File: config.mk
export PLATFORM = sky130hd
export DESIGN_NAME = muldiv_ctrl
export DESIGN_NICKNAME = d
export VERILOG_FILES = /design/src/rtl/muldiv_ctrl.sv
export SDC_FILE = /design/constraint.sdc
export NUM_CORES = 1
export LEC_CHECK = 0
export BUFFER_PORTS_ARGS = -buffer_cell sky130_fd_sc_hd__buf_2
export CAP_MARGIN = 20
export CORE_UTILIZATION = 30
export CTS_CLUSTER_DIAMETER = 50
export CTS_CLUSTER_SIZE = 30
export DETAILED_ROUTE_END_ITERATION = 6
export PLACE_DENSITY = 0.55
export SYNTH_ARGS = -nofsm -noshare
export SYNTH_HDL_FRONTEND = slang
export SYNTH_SLANG_ARGS = --single-unit
File: constraint.sdc
create_clock -name clk -period 1.95 [get_ports clk]
set_clock_uncertainty 0.15 [all_clocks]
set_input_delay 0.2925 -clock clk [delete_from_list [all_inputs] [get_ports clk]]
set_output_delay 0.2925 -clock clk [all_outputs]
set_load 0.005 [all_outputs]
File: src/rtl/muldiv_ctrl.sv
// Sequencer for the shared iterative MULTU/DIVU unit: runs a fixed iteration
// count, commits HI/LO, and stalls the front of the pipeline only on hazards.
module muldiv_ctrl #(
  parameter int MUL_CYCLES = 32,
  parameter int DIV_CYCLES = 32,
  parameter int CNT_W      = 6
) (
  input  logic             clk,
  input  logic             rst,
  input  logic             op_valid,
  input  logic [1:0]       op_kind,
  input  logic             div_zero,
  input  logic             hilo_read,
  output logic             unit_start,
  output logic [1:0]       unit_op,
  output logic             busy,
  output logic [CNT_W-1:0] iter_cnt,
  output logic             hilo_we,
  output logic             div_err,
  output logic             en_pipe
);

  typedef enum logic [1:0] {
    IDLE = 2'b00,
    RUN  = 2'b01,
    DONE = 2'b10
  } state_e;

  localparam logic [1:0] OP_NONE  = 2'b00;
  localparam logic [1:0] OP_MULTU = 2'b01;
  localparam logic [1:0] OP_DIVU  = 2'b10;

  localparam logic [CNT_W-1:0] MUL_LAST = CNT_W'(MUL_CYCLES - 1);
  localparam logic [CNT_W-1:0] DIV_LAST = CNT_W'(DIV_CYCLES - 1);

  state_e           state_q, state_d;
  logic [CNT_W-1:0] cnt_q, cnt_d;
  logic [1:0]       op_q, op_d;
  logic             err_q, err_d;

  logic             accept;
  logic [CNT_W-1:0] lastCnt;

  assign accept  = op_valid & ((op_kind == OP_MULTU) | (op_kind == OP_DIVU));
  assign lastCnt = (op_q == OP_DIVU) ? DIV_LAST : MUL_LAST;

  always_ff @(posedge clk) begin
    if (!rst) begin
      state_q <= IDLE;
      cnt_q   <= '0;
      op_q    <= OP_NONE;
      err_q   <= 1'b0;
    end else begin
      state_q <= state_d;
      cnt_q   <= cnt_d;
      op_q    <= op_d;
      err_q   <= err_d;
    end
  end

  // A divide by zero skips the iterations but still commits HI/LO via DONE.
  always_comb begin
    state_d    = state_q;
    cnt_d      = cnt_q;
    op_d       = op_q;
    err_d      = err_q;
    unit_start = 1'b0;
    hilo_we    = 1'b0;
    case (state_q)
      IDLE: begin
        unit_start = accept;
        if (accept) begin
          op_d = op_kind;
          if ((op_kind == OP_DIVU) && div_zero) begin
            state_d = DONE;
            err_d   = 1'b1;
          end else begin
            state_d = RUN;
            cnt_d   = '0;
            err_d   = 1'b0;
          end
        end
      end
      RUN: begin
        if (cnt_q == lastCnt) begin
          state_d = DONE;
        end else begin
          cnt_d = cnt_q + CNT_W'(1);
        end
      end
      DONE: begin
        hilo_we = 1'b1;
        state_d = IDLE;
        op_d    = OP_NONE;
        cnt_d   = '0;
      end
      default: begin
        state_d = IDLE;
        op_d    = OP_NONE;
        cnt_d   = '0;
      end
    endcase
  end

  // Readers in DONE must stall too: HI/LO is only written at the end of DONE.
  assign busy     = (state_q != IDLE);
  assign en_pipe  = ~(busy & (accept | hilo_read));
  assign unit_op  = op_q;
  assign iter_cnt = cnt_q;
  assign div_err  = err_q;

endmodule

Word level (Yosys, flattened, before mapping)
Cells that the tools add are included.

storage, ports and cells
  flip-flop bits (word level) = 11
  output and inout port bits = 13

cells by class
  add/subtract/negate cells = 1
  equal/unequal tests = 9
  muxes and demuxes = 13
  bitwise operators = 6
  reductions and logical operators = 7

operators by type and width
  cell                                            number
  2-to-1 mux 6 bit                                3
  one-hot mux 6 bit (2 select lines)              1
  2-to-1 mux 2 bit                                4
  inequality test 2 bit (second input constant)   4
  one-hot mux 2 bit (2 select lines)              2
  adder 6 x 1 -> 6 bit (second input constant)    1
  == test 6 x 5 -> 1 bit (second input constant)  1
  AND reduction 2 bit                             3
  == test 2 x 1 -> 1 bit (second input constant)  2
  == test 2 bit (second input constant)           2
  2-to-1 mux 1 bit                                3
  AND reduction 3 bit                             1
  bitwise AND 1 bit                               2
  logical NOT 2 bit                               1
  NOT 1 bit                                       2
  OR 1 bit                                        2
  nonzero test 2 bit                              1
  logical AND 1 bit                               1

Depth between registers and ports, before layout
Gate-level depths: netlist of run 1.

  word-level depth = 6
  gate-level depth with buffers = 7
  depth with buffers taken out = 6

Worst setup path after synthesis of run 1
No wires, ideal clock.

  path type = register to register
  start = register cnt_q[0], in the netlist iter_cnt[0]
  end = register cnt_q[2], in the netlist iter_cnt[2]
  setup time = 0.079 ns
  data arrival time = 1.624 ns
  data required time = 1.721 ns
  setup slack = 0.097 ns
  stages on the path, launching flop included = 6
  period minus slack after synthesis = 1.853 ns
  cell sequence = dfxtp_1 > ha_1 > nand2_2 > or3_4 > a211o_4 > a211oi_2

between the ends
  longest elaborated chain between the ends = 3
  elaborated cells between the ends (all ways) = 6
  classes of those cells = add/sub: 1; eq/ne: 2; mux: 2; reduce/logical: 1

ends and longest elaborated chain
  what                                                                       RTL line  text
  start: declaration                                                         37        logic [CNT_W-1:0] cnt_q, cnt_d;
  start signal: assignment                                                   55        cnt_q <= cnt_d;
  adder 6 x 1 -> 6 bit or == test 6 x 5 -> 1 bit (tied branches)             88, 85
  2-to-1 mux 6 bit or inequality test 2 bit (tied branches)                  --
  one-hot mux 6 bit (2 select lines) or AND reduction 3 bit (tied branches)  --

Several ways; a longest one is shown, not always the timed one. The select of a mux whose other input is x is not followed.
A chain may end at the register's enable or synchronous reset.

Worst setup path in the final report of run 1
  start = register cnt_q[1], in the netlist iter_cnt[1]
  end = register cnt_q[4], in the netlist iter_cnt[4]

Same word-level chain as after synthesis.

==> results.cfg, run 1 <==
[route]
drcViolationCount = 0
drt-initial-drc-count = 11
ant_nets = 0
drt-pass1-iter-count = 4
vias = 594
viasPerCell = 4.95
wl_um = 1310
wl_per_cell_um = 11.0

[power_and_ir_drop]
p_leak_uw = 0.000347
power.total_uw = 477
p_int_uw = 349
p_seq_share_pct = 50.2
p_clk_share_pct = 33.0
netSwitchingPower_uw = 128
p_comb_share_pct = 16.9
powerDensity_nw_per_um2 = 624
ir_worst_vdd_uv = 255
power_switching_share_pct = 26.9

[floorplanning]
fp.dieArea_um2 = 2150
die_h_um = 46.3
die_w_um = 46.3
rows = 15
io_pins = 20
core_um2 = 1780
start_util_pct = 33.1

[worst_setup_path]
r2r-end = iter_cnt[4]$_SDFFE_PN0P_
crit_required_ns = 1.99
path_delay_family = compound AO/OA/AOI/OAI gates
r2r_slack_ns = 0.11
path_class = flop to flop
cp_cell_sequence = ha_1 -> nand2_2 -> or3_4 -> a211o_4 -> a211oi_2
worstPathArrival_ns = 1.88
cp_slowest_stage_delay_ns = 0.40
endpoint_kind = flop
critPathBufInv = 0
r2r_start = iter_cnt[1]$_SDFFE_PN0P_
r2r_cells = 5
cp-startpoint = iter_cnt[1]$_SDFFE_PN0P_
cp_max_fo = 6
critPathLaunchType = flop
crit_path_top_delay_cell = or3_4

[clocking]
cts_tree = done
post-cts-setup-buffer-count = 0
worstSkewPairLatency_ns = 0.27
cts_root_buf = clkbuf_4
htreeDepth = 1
hold_buffers = 0
clockBufferDepth = 2
cts_inserted_buffers = 3
clk_pin_slew_ns = 0.07
cts-resized-gates = 0
cts_sinks = 11

[synth]
yosysSeqAreaShare_pct = 37.4
ys_ff_latch = 11
syn_area_um2 = 589
yosys_warnings = 0
syn-num-nets = 80
postSynthAreaPerCell_um2 = 8.30
postSynthCellCount = 71
ys_types = 29

[sta]
hold_viol_final = 0
setup_viol = 0
rsz0062_at_grt = false
relSlewSlack_pct = 66.1
drv_slew = 0
post-route-period-util_pct = 94.2
fmax_mhz = 545
hold_slack_ns = 0.123
tightest_slew_ns = 0.507
setup_tns_ns = 0
finalWorstSetupSlack_ns = 0.114
fin_crit_ns = 1.84

[finish]
final_nets = 105
fillCellCount = 197
syn_to_final_growth_pct = 29.7
drive_above_1_share_pct = 35.8
diodes = 0

[worst_hold_path]
whs_endpoint = unit_op[0]$_SDFFE_PN0P_
worstHoldPathType = primary input to flop
min_from = op_kind[0]
whs_path_depth = 3

[placed_design]
io_buffers = 19
hpwlAfterDp_um = 1020
place_congestion = 0.886
pre_cts_ws_ns = 0.139

[global_route]
grt_pass1_wl_um = 2170
grt.total_usage_pct = 14.5
grt_pass1_vias = 538
grt.busiest_layer = met2
grtUsageMet2_pct = 22.8
use_met3_pct = 5.10
antenna_found_initial = 0
grt_use_met1_pct = 17.5
grt_overflow = 0
grt_max_degree = 12

[flow_run]
drv_cap = 0

[run_status]
status = complete, no violations
cell type report:
| class | instances | area (um^2) | area share (%) |
|---|---|---|---|
| inverters | 3 | 11.3 | 1.47 |
| well taps | 25 | 31.3 | 4.09 |
| multi-input cells | 53 | 343 | 44.8 |
| flip-flops and latches | 11 | 220 | 28.8 |
| repair buffers | 24 | 133 | 17.3 |
| clock buffers | 4 | 26.3 | 3.44 |
stage by stage:
| stage | cells | util (%) | area (um^2) |
|---|---|---|---|
| 6_report | 120 | 42.9 | 764 |
| 2_1_floorplan | 71 | - | 589 |
| 4_1_cts | 120 | 42.9 | 764 |
| 3_3_place_gp | 116 | 41.4 | 738 |
| 5_1_grt | 120 | 42.9 | 764 |
| 3_5_place_dp | 116 | 41.4 | 738 |
power by group through the flow:
stage | Clock [uW] | Sequential, uW | Combinational (uW)
after floorplan | 0 | 242 | 52.7
after global placement | 0 | 245 | 81.5
after detailed placement | 0 | 245 | 80.8
after CTS | 165 | 240 | 81.4
after global routing | 174 | 241 | 90.6
final | 157 | 239 | 80.5
flip-flops by register name, summed over array words and instances, names as in the netlist:
name	count
div_err	1
iter_cnt	6
state_q	2
unit_op	2
per-layer routing:
metal | wire [um] | vias up
li1 | - | 305
met4 | 0 | 0
met5 | 0 | -
met1 | 627 | 269
met2 | 616 | 20
met3 | 71 | 0
worst max-delay path by stage:
stage / slack [ns] / cells past startpoint / to
finish: 0.11 / 5 / iter_cnt[4]$_SDFFE_PN0P_
global route: 0.06 / 5 / iter_cnt[2]$_SDFFE_PN0P_
global placement: 0.18 / 5 / iter_cnt[4]$_SDFFE_PN0P_
detailed placement: 0.14 / 5 / iter_cnt[2]$_SDFFE_PN0P_
floorplan: 0.1 / 5 / iter_cnt[2]$_SDFFE_PN0P_
CTS: 0.12 / 5 / iter_cnt[2]$_SDFFE_PN0P_
cell usage in the layout (no fill, tap or decap), types with 2 or more instances in the layout:
master    Yosys  final
a211oi_2      2      2
a21oi_1       4      4
a41oi_1       2      2
buf_2         0     19
buf_4         0      5
clkbuf_4      0      3
dfxtp_1      11     11
ha_1          2      2
inv_1         3      3
nand2_1       8      8
nand2b_1      3      3
nand3_1       3      3
nand4_1       2      2
nor2_1        6      6
nor2b_1       2      2
o21ai_0       5      5
cell usage after synthesis (all sizes together):
library cell  number  area share, %
dfxtp             11             37
nand2              9            6.2
nor2               6            3.8
o21ai              6            5.1
a21oi              4            3.4
clkbuf             3            1.9
inv                3            1.9
nand2b             3            3.2
nand3              3            2.5
a211oi             2            4.2
a41oi              2            3.0
ha                 2            4.2
nand4              2            2.1
nor2b              2            2.1
a211o              1            3.0
a22oi              1            1.3
a31oi              1            1.1
a41o               1            1.9
buf                1           0.64
nor3               1           0.85
nor3b              1            1.3
o2111ai            1            1.5
o211ai             1            2.1
o21a               1            1.3
o22ai              1            1.1
or2                1            1.1
or3                1            1.9
logic make-up (layout without fill, tap and decap cells):
family	Yosys count	count (layout)	share of synthesized area, %
buf+inv	7	31	4.46
simple gates	29	29	25.1
fa+ha+maj	2	2	4.25
flops	11	11	37.4
compound gates	22	22	28.9
tightest hold or removal path, cell delays in order:
cell and delay (ns):
buf_2 0.10, nand2_1 0.05, a21oi_1 0.05
Note: power is estimated with default switching activity, not from simulation.
==> inputs of run 2 (changes only) <==
--- a/config.mk
+++ b/config.mk
@@ -11,7 +11,7 @@
 export CTS_CLUSTER_DIAMETER = 50
 export CTS_CLUSTER_SIZE = 30
 export DETAILED_ROUTE_END_ITERATION = 6
-export PLACE_DENSITY = 0.55
+export PLACE_DENSITY_LB_ADDON = 0.25
 export SYNTH_ARGS = -nofsm -noshare
 export SYNTH_HDL_FRONTEND = slang
 export SYNTH_SLANG_ARGS = --single-unit
==> results.cfg, run 2 (synthesized netlist as in run 1, its figures left out) <==
[clocking]
cts-resized-gates = 0
clk_pin_slew_ns = 0.07
cts_tree = done
post-cts-setup-buffer-count = 0
cts_sinks = 11
worstSkewPairLatency_ns = 0.26
htreeDepth = 1
hold_buffers = 0
cts_root_buf = clkbuf_4
cts_inserted_buffers = 3
clockBufferDepth = 2

[route]
ant_nets = 0
drt-pass1-iter-count = 4
viasPerCell = 4.92
wl_um = 1340
wl_per_cell_um = 11.2
drt-initial-drc-count = 4
vias = 590
drcViolationCount = 0

[finish]
final_common_cell = buf_2
final_nets = 105
diodes = 0
syn_to_final_growth_pct = 29.7
final_cell_mix = buf_2, dfxtp_1, nand2_1
largest_reg_flops = 6
fillCellCount = 210
multiInputGateArea_um2 = 343
drive_above_1_share_pct = 35.8
regArea_um2 = 220

[power_and_ir_drop]
ir_worst_vdd_uv = 310
p_clk_share_pct = 32.6
p_seq_share_pct = 50.5
netSwitchingPower_uw = 126
p_comb_share_pct = 17.0
power.total_uw = 475
power_switching_share_pct = 26.6
powerDensity_nw_per_um2 = 622
p_leak_uw = 0.000347
p_int_uw = 349

[worst_setup_path]
cp_slowest_stage_delay_ns = 0.40
r2r_slack_ns = 0.14
critPathBufInv = 0
cp_max_fo = 6
crit_path_top_delay_cell = or3_4
endpoint_kind = flop
crit_required_ns = 1.99
path_delay_family = compound AO/OA/AOI/OAI gates
path_class = flop to flop
critPathLaunchType = flop
cp_cell_sequence = ha_1 -> nand2_2 -> or3_4 -> a211o_4 -> a211oi_2
cp-startpoint = iter_cnt[1]$_SDFFE_PN0P_
worstPathArrival_ns = 1.86
r2r_start = iter_cnt[1]$_SDFFE_PN0P_

[global_route]
antenna_found_initial = 0
grt_pass1_vias = 549
grt_overflow = 0
grt_max_degree = 12
grt_pass1_wl_um = 2200
grt.total_usage_pct = 14.3

[sta]
post-route-period-util_pct = 93.1
setup_tns_ns = 0
relSlewSlack_pct = 67.5
setup_viol = 0
hold_viol_final = 0
rsz0062_at_grt = false
fin_crit_ns = 1.81
drv_slew = 0
tightest_slew_ns = 0.486
fmax_mhz = 551

[run_status]
status = complete, no violations

[worst_hold_path]
min_from = op_kind[0]
worstHoldPathType = primary input to flop

[placed_design]
io_buffers = 19
place_congestion = 0.871
hpwlAfterDp_um = 1040

[floorplanning]
io_pins = 20
die_w_um = 46.3
fp.dieArea_um2 = 2150
core_um2 = 1780
die_h_um = 46.3
rows = 15
start_util_pct = 33.1

[flow_run]
drv_cap = 0
## run 2: cell counts in the layout (fill, tap and decap cells not counted)
No cell type changed its count.
## run 2: power groups by stage
stage | Sequential (uW) | Combinational [uW] | Clock [uW]
floorplan | 242 | 52.7 | 0
global placement | 245 | 81.1 | 0
detailed placement | 245 | 81.0 | 0
CTS | 240 | 81.5 | 164
global route | 242 | 90.0 | 173
finish | 240 | 80.7 | 155
## run 2: stage by stage
| step | instances | utilization [%] | worst slack, ns | hold WS [ns] | instance area [um^2] |
|---|---|---|---|---|---|
| after detailed placement | 116 | 41.4 | 0.141 | 0.322 | 738 |
| after floorplan | 71 | - | 0.0969 | 0.279 | 589 |
| after global placement | 116 | 41.4 | 0.187 | 0.313 | 738 |
| final | 120 | 42.9 | 0.135 | 0.129 | 764 |
| after global routing | 120 | 42.9 | 0.0783 | 0.125 | 764 |
| after CTS | 120 | 42.9 | 0.132 | 0.120 | 764 |
## run 2: worst register-to-register path: cells and delay by family (launching register included)
| family | cells | cell delay (ns) |
|---|---|---|
| compound gates | 2 | 0.57 |
| simple gates | 2 | 0.47 |
| flops | 1 | 0.37 |
| fa+ha+maj | 1 | 0.20 |
## run 2: final timing paths
path | cells past startpoint | to
worst max-delay path | 5 | iter_cnt[4]$_SDFFE_PN0P_
worst min register to register | 2 | unit_op[0]$_SDFFE_PN0P_
worst max register to register | 5 | iter_cnt[4]$_SDFFE_PN0P_
worst min-delay path | 3 | unit_op[0]$_SDFFE_PN0P_
## run 2: layer usage
layer	vias up	part of all wire [%]	track usage, %
li1	308	-	-
met1	264	47	17.1
met2	16	47	23.9
met3	2	4.3	3.92
met4	0	1.3	5.29
met5	-	0	0
## run 2: layout make-up
cell class	instances	area share [%]
Inverter	3	1.47
Sequential cell	11	28.8
Timing Repair Buffer	24	17.3
Multi-Input combinational cell	53	44.8
Clock buffer	4	3.44
Tap cell	25	4.09
==> inputs of run 3 (changes only) <==
--- a/config.mk
+++ b/config.mk
@@ -7,11 +7,12 @@
 export LEC_CHECK = 0
 export BUFFER_PORTS_ARGS = -buffer_cell sky130_fd_sc_hd__buf_2
 export CAP_MARGIN = 20
-export CORE_UTILIZATION = 30
+export CORE_AREA = 2 2 39 41
 export CTS_CLUSTER_DIAMETER = 50
 export CTS_CLUSTER_SIZE = 30
 export DETAILED_ROUTE_END_ITERATION = 6
-export PLACE_DENSITY_LB_ADDON = 0.25
+export DIE_AREA = 0 0 41 43
+export PLACE_DENSITY = 0.7
 export SYNTH_ARGS = -nofsm -noshare
 export SYNTH_HDL_FRONTEND = slang
 export SYNTH_SLANG_ARGS = --single-unit
==> results.cfg, run 3 (synthesized netlist as in run 1, its figures left out) <==
[route]
drcViolationCount = 0
wl_met3_um = 77
route.met2.wl_um = 607
wl_per_cell_um = 11.9
drt-pass1-iter-count = 4
ant_nets = 0
top_layer = met3
vias = 598
viasPerCell = 5.49
m1WireLength_um = 614
wl_um = 1300
drt-initial-drc-count = 16

[flow_run]
drv_cap = 0

[floorplanning]
die_h_um = 43
rows = 14
fp.dieArea_um2 = 1760
io_pins = 20
die_w_um = 41
start_util_pct = 42.6
core_um2 = 1380

[worst_setup_path]
cp-startpoint = iter_cnt[1]$_SDFFE_PN0P_
critPathLaunchType = flop
r2r_start = iter_cnt[1]$_SDFFE_PN0P_
path_class = flop to flop
crit_required_ns = 1.98
endpoint_kind = flop
cp_max_fo = 6
worstPathArrival_ns = 1.89

[power_and_ir_drop]
p_clk_share_pct = 32.8
p_comb_share_pct = 16.1
p_seq_share_pct = 51.1
power.total_uw = 470
p_int_uw = 345
p_leak_uw = 0.000338
ir_worst_vdd_uv = 317
netSwitchingPower_uw = 125
power_switching_share_pct = 26.7
powerDensity_nw_per_um2 = 637

[clocking]
clk_pin_slew_ns = 0.07
cts_tree = done
hold_buffers = 0
clockBufferDepth = 2
worstSkewPairLatency_ns = 0.26
cts_inserted_buffers = 3
cts_sinks = 11
htreeDepth = 1
cts_root_buf = clkbuf_4
post-cts-setup-buffer-count = 0
cts-resized-gates = 0

[global_route]
grt_overflow = 0
antenna_found_initial = 0
grt_pass1_wl_um = 2100
grt.total_usage_pct = 16.7
grt_pass1_vias = 504
grt_max_degree = 12

[sta]
relSlewSlack_pct = 67.7
hold_viol_final = 0
fin_crit_ns = 1.86
tightest_slew_ns = 0.484
rsz0062_at_grt = false
post-route-period-util_pct = 95.4
setup_viol = 0
drv_slew = 0
setup_tns_ns = 0
fmax_mhz = 538

[placed_design]
io_buffers = 19
placed_cells = 105
hpwlAfterDp_um = 963
place_congestion = 0.749

[finish]
final_cell_mix = buf_2, dfxtp_1, nand2_1
final_common_cell = buf_2
largest_reg_flops = 6
fin_util_pct = 53.3
drive_above_1_share_pct = 34.4
diodes = 0
final_nets = 103
syn_to_final_growth_pct = 25.3
fillCellCount = 136
instances_no_fill = 109

[worst_hold_path]
worstHoldPathType = primary input to flop
min_from = op_kind[1]

[run_status]
status = complete, no violations
run 3: cell count changes in the layout (fill, tap and decap cells not counted), sizes merged:
cell / delta
buf: -2
run 3: power by group through the flow:
| stage | Sequential, uW | Clock [uW] | Combinational [uW] |
|---|---|---|---|
| 6_report | 240 | 154 | 75.9 |
| 5_1_grt | 242 | 164 | 85.4 |
| 4_1_cts | 240 | 155 | 76.4 |
| 3_5_place_dp | 245 | 0 | 76.0 |
| 3_3_place_gp | 245 | 0 | 75.0 |
| 2_1_floorplan | 242 | 0 | 52.7 |
run 3: area by class of cell:
type | count | area [um^2] | share of cell area [%]
Clock buffer | 4 | 26.3 | 3.56
Tap cell | 16 | 20.0 | 2.71
Inverter | 3 | 11.3 | 1.53
Multi-Input combinational cell | 53 | 343 | 46.4
Timing Repair Buffer | 22 | 118 | 15.9
Sequential cell | 11 | 220 | 29.8
run 3: metrics by stage:
| step | cell area, um^2 | hold WS [ns] | setup slack (ns) |
|---|---|---|---|
| after floorplan | 589 | 0.279 | 0.0969 |
| after global placement | 712 | 0.322 | 0.126 |
| after detailed placement | 712 | 0.315 | 0.0970 |
| after CTS | 738 | 0.134 | 0.0816 |
| after global routing | 738 | 0.138 | 0.00435 |
| final | 738 | 0.131 | 0.0902 |
run 3: worst paths after layout:
| kind | endpoint | cells after the start | slack, ns |
|---|---|---|---|
| max | iter_cnt[4]$_SDFFE_PN0P_ | 5 | 0.09 |
| min reg2reg | unit_op[1]$_SDFFE_PN0P_ | 2 | 0.33 |
| max reg2reg | iter_cnt[4]$_SDFFE_PN0P_ | 5 | 0.09 |
| min | unit_op[1]$_SDFFE_PN0P_ | 3 | 0.13 |
run 3: layer usage:
metal  up-vias  track usage, %
met5         -               0
met4         0            4.00
met3         0            3.14
met2        19            27.2
met1       275            21.8
li1        304               -
run 3: critical path: stages, from the launching register on:
cell      delay [ns]
dfxtp_1         0.37
ha_1            0.22
nand2_2         0.07
or3_4           0.40
a211o_4         0.40
a211oi_2        0.19
